===== src/rtl/alu_bit_serial_sequencer.sv =====
// alu_bit_serial_sequencer: runs a 1-bit ALU slice over WIDTH-bit operands, LSB first,
// with operand capture, carry/counter registers, result assembly, flags and start/done handshake.
module alu_bit_serial_sequencer #(
    parameter int WIDTH = 8
) (
    input  logic             clk,
    input  logic             rst_n,
    input  logic             start,
    input  logic [2:0]       opcode,
    input  logic [WIDTH-1:0] a,
    input  logic [WIDTH-1:0] b,
    output logic             busy,
    output logic             done,
    output logic [WIDTH-1:0] result,
    output logic             cout,
    output logic             ovf,
    output logic             zero
);
    localparam int CW = $clog2(WIDTH) + 1;
    typedef enum logic [1:0] {IDLE, RUN, DONE} state_t;
    state_t           state_q, state_d;
    logic [WIDTH-1:0] a_q, a_d, b_q, b_d, res_q, res_d, res_nxt;
    logic [2:0]       op_q, op_d;
    logic [CW-1:0]    cnt_q, cnt_d;
    logic             carry_q, carry_d, cout_q, cout_d, ovf_q, ovf_d, zero_q, zero_d;
    logic             arith, bb, s, co;
    always_ff @(posedge clk) begin
        if (!rst_n) begin
            state_q <= IDLE;
            a_q     <= '0;
            b_q     <= '0;
            res_q   <= '0;
            op_q    <= '0;
            cnt_q   <= '0;
            carry_q <= 1'b0;
            cout_q  <= 1'b0;
            ovf_q   <= 1'b0;
            zero_q  <= 1'b0;
        end else begin
            state_q <= state_d;
            a_q     <= a_d;
            b_q     <= b_d;
            res_q   <= res_d;
            op_q    <= op_d;
            cnt_q   <= cnt_d;
            carry_q <= carry_d;
            cout_q  <= cout_d;
            ovf_q   <= ovf_d;
            zero_q  <= zero_d;
        end
    end
    // Bit slice: SUB inverts B and relies on the carry preset to 1 at accept.
    always_comb begin
        arith   = op_q[2:1] == 2'b00;
        bb      = b_q[0] ^ (op_q == 3'b001);
        co      = (a_q[0] & bb) | (a_q[0] & carry_q) | (bb & carry_q);
        s       = arith           ? a_q[0] ^ bb ^ carry_q :
                  op_q == 3'b010  ? a_q[0] & b_q[0] :
                  op_q == 3'b011  ? a_q[0] | b_q[0] :
                  op_q == 3'b100  ? a_q[0] ^ b_q[0] :
                  op_q == 3'b101  ? ~a_q[0] : a_q[0];
        res_nxt = {s, res_q[WIDTH-1:1]};
    end
    always_comb begin
        state_d = state_q;
        a_d     = a_q;
        b_d     = b_q;
        res_d   = res_q;
        op_d    = op_q;
        cnt_d   = cnt_q;
        carry_d = carry_q;
        cout_d  = cout_q;
        ovf_d   = ovf_q;
        zero_d  = zero_q;
        case (state_q)
            IDLE: if (start) begin
                state_d = RUN;
                a_d     = a;
                b_d     = b;
                op_d    = opcode;
                carry_d = opcode == 3'b001;
                cnt_d   = '0;
                res_d   = '0;
                cout_d  = 1'b0;
                ovf_d   = 1'b0;
                zero_d  = 1'b0;
            end
            RUN: begin
                a_d     = a_q >> 1;
                b_d     = b_q >> 1;
                res_d   = res_nxt;
                carry_d = arith & co;
                cnt_d   = cnt_q + CW'(1);
                if (cnt_q == CW'(WIDTH - 1)) begin
                    state_d = DONE;
                    cout_d  = arith & co;
                    ovf_d   = arith & (carry_q ^ co);
                    zero_d  = res_nxt == '0;
                end
            end
            default: state_d = IDLE;
        endcase
    end
    always_comb begin
        busy   = state_q != IDLE;
        done   = state_q == DONE;
        result = res_q;
        cout   = cout_q;
        ovf    = ovf_q;
        zero   = zero_q;
    end
endmodule

===== config.mk =====
export PLATFORM = sky130hd
export DESIGN_NAME = alu_bit_serial_sequencer
export DESIGN_NICKNAME = d
export VERILOG_FILES = /design/src/rtl/alu_bit_serial_sequencer.sv
export SDC_FILE = /design/constraint.sdc
export NUM_CORES = 1
export LEC_CHECK = 0
export ABC_CLOCK_PERIOD_IN_PS = 2600
export BUFFER_PORTS_ARGS = -buffer_cell sky130_fd_sc_hd__clkbuf_2
export CAP_MARGIN = 20
export CELL_PAD_IN_SITES_DETAIL_PLACEMENT = 2
export CELL_PAD_IN_SITES_GLOBAL_PLACEMENT = 2
export CORE_ASPECT_RATIO = 2
export CORE_MARGIN = 10
export CORE_UTILIZATION = 30
export CTS_CLUSTER_SIZE = 8
export DETAILED_ROUTE_END_ITERATION = 16
export PLACE_DENSITY_LB_ADDON = 0.1
export SYNTH_ARGS = -nofsm -noshare
export SYNTH_HDL_FRONTEND = slang
export SYNTH_SLANG_ARGS = --single-unit
export TNS_END_PERCENT = 5

===== constraint.sdc =====
create_clock -name clk -period 2.6 [get_ports clk]
set_input_delay 0.13 -clock clk [delete_from_list [all_inputs] [get_ports clk]]
set_output_delay 0.13 -clock clk [all_outputs]
set_load 0.02 [all_outputs]

## Word-level counts from Yosys, hierarchy flattened

Cells that the tools add are included.
W data, S select, Z words.

| storage, ports and cells | value |
|---|---|
| register bits after elaboration | 37 |
| latch bits | 0 |
| bits in writable memories | 0 |
| bits in read-only memories | 0 |
| output and inout port bits | 13 |
| memories kept | 0 |

| operators by class | value |
|---|---|
| add/sub/neg operators | 1 |
| multiply operators | 0 |
| div/mod/pow operators | 0 |
| magnitude comparators | 0 |
| equal/unequal tests | 11 |
| shifts and indexed selects | 0 |
| mux-type cells | 25 |
| bitwise operators | 15 |
| reductions and logical operators | 9 |

Operators by type and width:

| operator | number |
|---|---|
| $pmux W8 S2 | 3 |
| $mux W8 | 3 |
| $mux W1 | 10 |
| $logic_not A8 Y1 | 1 |
| $pmux W1 S2 | 4 |
| $pmux W4 S2 | 1 |
| $and A1 B1 Y1 | 6 |
| $eq A3 B1 Y1 const B | 2 |
| $eq A3 B2 Y1 const B | 2 |
| $eq A3 B3 Y1 const B | 2 |
| $reduce_and A2 Y1 | 3 |
| $xor A1 B1 Y1 | 5 |
| $add A4 B1 Y4 const B | 1 |
| $eq A4 B3 Y1 const B | 1 |
| $logic_not A2 Y1 | 2 |
| $mux W2 | 2 |
| $mux W4 | 1 |
| $ne A2 B2 Y1 const B | 2 |
| $pmux W2 S2 | 1 |
| $reduce_bool A2 Y1 | 2 |
| $or A1 B1 Y1 | 3 |
| $reduce_and A3 Y1 | 1 |
| $eq A2 B1 Y1 const B | 1 |
| $eq A2 B2 Y1 const B | 1 |
| $not A1 Y1 | 1 |

## Depth between registers and ports, before layout

| logic depth | value |
|---|---|
| word-level depth | 9 |
| mapped depth | 8 |

## Least setup slack after synthesis

Ideal clock, no wire load.

| timing path | value |
|---|---|
| path type | reg-to-reg |
| from | register op_q[1] |
| to | register ovf_q (netlist: ovf) |
| library setup time | 116 ps |
| arrival | 1546 ps |
| data required time | 2484 ps |
| slack | 938 ps |
| cell stages (with the launch flop) | 9 |
| period minus slack after synthesis | 1662 ps |
| cells stage by stage | dfxtp_1 nor2_1 nand2_1 xnor2_1 fa_1 xor2_1 and3_1 mux2i_1 nor2b_1 |

| between the ends | value |
|---|---|
| cells in the longest elaborated chain, start to end | 9 |

RTL lines:

| item | line | source |
|---|---|---|
| from (decl) | 23 | `logic [2:0] op_q, op_d;` |
| from (signal assigned) | 44 | `op_q <= op_d;` |
| $eq A3 B1 Y1 | 55 | `bb = b_q[0] ^ (op_q == 3'b001);` |
| $xor A1 B1 Y1 | 55 |  |
| $and A1 B1 Y1 | 56 | `co = (a_q[0] & bb) \| (a_q[0] & carry_q) \| (bb & carry_q);` |
| $or A1 B1 Y1 (2 in a row) | 56 |  |
| $xor A1 B1 Y1 | 97 | `ovf_d = arith & (carry_q ^ co);` |
| $and A1 B1 Y1 * | 97 |  |
| $mux W1 * | 94 | `if (cnt_q == CW'(WIDTH - 1)) begin` |
| $pmux W1 S2 * | 75 | `case (state_q)` |
| to (signal assigned) | 48 | `ovf_q <= ovf_d;` |
| to (decl) | 25 | `logic carry_q, carry_d, cout_q, cout_d, ovf_q, ovf_d, zero_q, zero_d;` |

Every way passes the cells marked *; elsewhere a longest branch is shown, timed or not. The select of a mux whose other input is x is not followed.
A chain may end at the register's enable or synchronous reset.

## Final worst setup path

| timing path | value |
|---|---|
| from | register state_q[1] |
| to | register a_q[1] |

| between the ends | value |
|---|---|
| cells in the longest elaborated chain, start to end | 3 |

RTL lines:

| item | line | source |
|---|---|---|
| from (decl) | 21 | `state_t state_q, state_d;` |
| from (signal assigned) | 40 | `state_q <= state_d;` |
| $eq A2 B1 Y1 or $logic_not A2 Y1 (tied branches) | 75 |  |
| $reduce_bool A2 Y1 (no source line) or $ne A2 B2 Y1 (tied branches) | - |  |
| $reduce_and A2 Y1 (no source line) | - |  |
| to (signal assigned) | 30 | `a_q <= '0;` |
| to (signal assigned) | 41 | `a_q <= a_d;` |
| to (decl) | 22 | `logic [WIDTH-1:0] a_q, a_d, b_q, b_d, res_q, res_d, res_nxt;` |

Parallel ways exist; a longest one is shown, timed or not.

==> flow_metrics.env <==
export IMPL_p_per_area_nw_per_um2=647.4
export IMPL_synth_xor_area_share=0.01536
export IMPL_dieArea_um2=9304
export IMPL_crit_fanout=24
export IMPL_end_kind="flip-flop"
export IMPL_grt_pass1_vias=1696
export IMPL_crit_arrival_ps=2140
export IMPL_crit_family="simple AND/OR/NAND/NOR gates"
export IMPL_ir_worst_vdd_mv=0.4600
export IMPL_chipHeight_um=126.8
export IMPL_syn_area_per_cell_um2=8.816
export IMPL_cp_start_kind="flip-flop"
export IMPL_crit_type="reg2reg"
export IMPL_num_antenna_cells=0
export IMPL_post_cts_resized=0
export IMPL_finalSetupTns_ps=0
export IMPL_overflow=0
export IMPL_synth_cells=194
export IMPL_status="complete, no violations"
export IMPL_portBuffers=34
export IMPL_vias_per_cell=5.310
export IMPL_setup_viol=0
export IMPL_synth_area_um2=1710
export IMPL_synth_adder_area_share=0.03365
export IMPL_postRouteWirelength_um=5250
export IMPL_period_share=0.7399
export IMPL_cts_setup_buffers=0
export IMPL_cp_endpoint="a_q[1]"
export IMPL_route_vias_total=1508
export IMPL_drive_gt1_frac=0.2098
export IMPL_yosys_warnings=0
export IMPL_clk_latency_ps=290
export IMPL_grt_max_degree=39
export IMPL_track_usage=0.1148
export IMPL_ys_types=40
export IMPL_syn2layout_area_growth_pct=17.78
export IMPL_p_leak_nw=0.8187
export IMPL_utilization=0.3684
export IMPL_fmax_mhz=519.8
export IMPL_path_buf_inv=0
export IMPL_wl_per_cell_um=18.49
export IMPL_timing_final_crit_period_ps=1924
export IMPL_synth_edf_count=0
export IMPL_synth_compound_area_share=0.2385
export IMPL_fin_skew_ps=5.794
export IMPL_numCtsBuffers=5
export IMPL_hpwl_um=3868
export IMPL_gp_congestion=0.7266
export IMPL_worst_pin_slew_ps=827.0
export IMPL_htree_levels=2
export IMPL_crit_cells=4
export IMPL_cap_viol_max_count=0
export IMPL_rr_endpoint="a_q[1]"
export IMPL_grt_antenna_before_repair=0
export IMPL_crit_path_max_incr_delay_ps=640
export IMPL_clk_pin_slew_ps=80
export IMPL_drtIter0Drc=49
export IMPL_slew_violations=0
export IMPL_rows=38
export IMPL_stdcell_count=284
export IMPL_r2r_slack_ps=680
export IMPL_clock_sinks=37
export IMPL_crit_chain="and2b_1, nor2_2, nand2_1, a21boi_1"
export IMPL_ctsHoldBuffers=0
export IMPL_ys_seq_elements=37
export IMPL_core_area_um2=5468
export IMPL_die_w_um=73.39
export IMPL_ant_nets=0
export IMPL_ios=35
export IMPL_crit_start="state_q[1]"
export IMPL_drt_pass1_iterations=4
export IMPL_cp_slowest_cell="nor2_2"
export IMPL_yosys_area_share_simple=0.2187
export IMPL_slew_limit_headroom=0.4487
export IMPL_layout_nets=249
export IMPL_timing_rr_start="state_q[1]"
export IMPL_cp_required_ps=2810
export IMPL_initial_utilization=0.3128
export IMPL_synth_nets=220
export IMPL_synth_flop_cell="dfxtp_1"
export IMPL_clock_path_buffers=2
export IMPL_grt_pass1_wl_um=8514
export IMPL_cts_tree="yes"
export IMPL_reg2reg_depth=4
export IMPL_async_flop_share=0
export IMPL_synthMuxAreaShare=0.01170
export IMPL_placed_cells=276
export IMPL_finalHoldViolations=0
export IMPL_root_buffer="clkbuf_8"
export IMPL_hold_class="in2reg"
export IMPL_synth_top_family_by_area="compound AO/OA/AOI/OAI gates"
export IMPL_synth_seq_area_share=0.4331
export IMPL_rsz0062_at_grt="false"
export IMPL_drc=0
per-layer routing:
metal,wire length [um],track usage,up-vias
met1,1950,0.1132,745
met4,72,0.03638,0
met2,3008,0.2166,27
met3,219,0.03201,6
met5,0,0,-
li1,-,-,730
kinds of logic (layout without fill, tap and decap cells):
kind of cell / count (synthesis) / in the layout
flops: 37 / 37
simple gates: 77 / 77
mux: 2 / 2
xor+xnor: 3 / 3
fa+ha+maj: 4 / 4
buf+inv: 17 / 47
compound gates: 54 / 54
flip-flops by register name (all words and copies together), names as in the netlist:
signal and count:
cout 1, ovf 1, op_q 3, carry_q 1, zero 1, state_q 2, b_q 8, result 8
a_q 8, cnt_q 4
per-stage QoR:
step | area [um2] | worst slack, ps | power [W] | hold slack (ps)
2_1_floorplan | 1710 | 938.2 | 0.0007460 | 264.8
3_3_place_gp | 1898 | 782.0 | 0.0007892 | 366.9
3_5_place_dp | 1898 | 674.3 | 0.0008008 | 376.9
4_1_cts | 2014 | 624.9 | 0.001331 | 67.04
5_1_grt | 2014 | 469.2 | 0.001376 | 69.11
6_report | 2014 | 676.2 | 0.001304 | 77.51
tightest hold or removal path, cell delays in order:
cell      delay (ps)
clkbuf_2          90
nand2_1           50
a21boi_1          50
worst min path at each step:
stage / startpoint / depth (start not counted) / endpoint
after floorplan: opcode[2] / 2 / op_q[2]
after global placement: b[7] / 3 / b_q[7]
after detailed placement: opcode[0] / 3 / op_q[0]
after CTS: opcode[0] / 3 / op_q[0]
after global routing: b[7] / 3 / b_q[7]
final: opcode[0] / 3 / op_q[0]
layout by cell type, fill, tap and decap left out, types with 2 or more instances in the layout:
cell type  Yosys  routed
a22oi_1       14      14
a21boi_1      27      27
nand2_1       34      34
inv_1          3       3
and2_1         2       2
a21oi_1        3       3
nand2b_1       2       2
mux2i_1        2       2
dfxtp_1       37      37
nand4_1        2       2
nand3_1       12      12
buf_4          1       2
clkbuf_2       0      34
clkbuf_8       0       6
o21a_1         2       2
nor2b_1        6       6
and3_1         3       3
nor2_1         7       7
xnor2_1        2       2
ha_1           3       3
synth_stat cells (2+ instances only):
cell type  number  share of area
xnor2_1         2          0.010
a21boi_1       27           0.12
o21a_1          2         0.0088
inv_1           3         0.0066
nand2_1        34          0.075
a21oi_1         3         0.0088
and2_1          2         0.0073
nand3_1        12          0.035
mux2i_1         2          0.012
nor2b_1         6          0.022
and3_1          3          0.011
ha_1            3          0.022
buf_2           7          0.020
a22oi_1        14          0.061
clkbuf_1        5          0.011
nor2_1          7          0.015
nand2b_1        2         0.0073
nand4_1         2         0.0073
dfxtp_1        37           0.43
area by class of cell:
| class | instances | area [um2] |
|---|---|---|
| sequential | 37 | 740.7 |
| tap | 60 | 75.07 |
| fill | 637 | 3453 |
| multi-input combinational | 140 | 885.9 |
| clock inverter | 1 | 30.03 |
| clock buffer | 7 | 86.33 |
| inverter | 3 | 11.26 |
| timing repair buffer | 36 | 185.2 |
power by group:
group          switching [W]  internal [W]
Sequential         0.0000231      0.000593
Clock               0.000205      0.000313
Combinational       0.000103     0.0000674
Power figures use the tool's default switching activity.
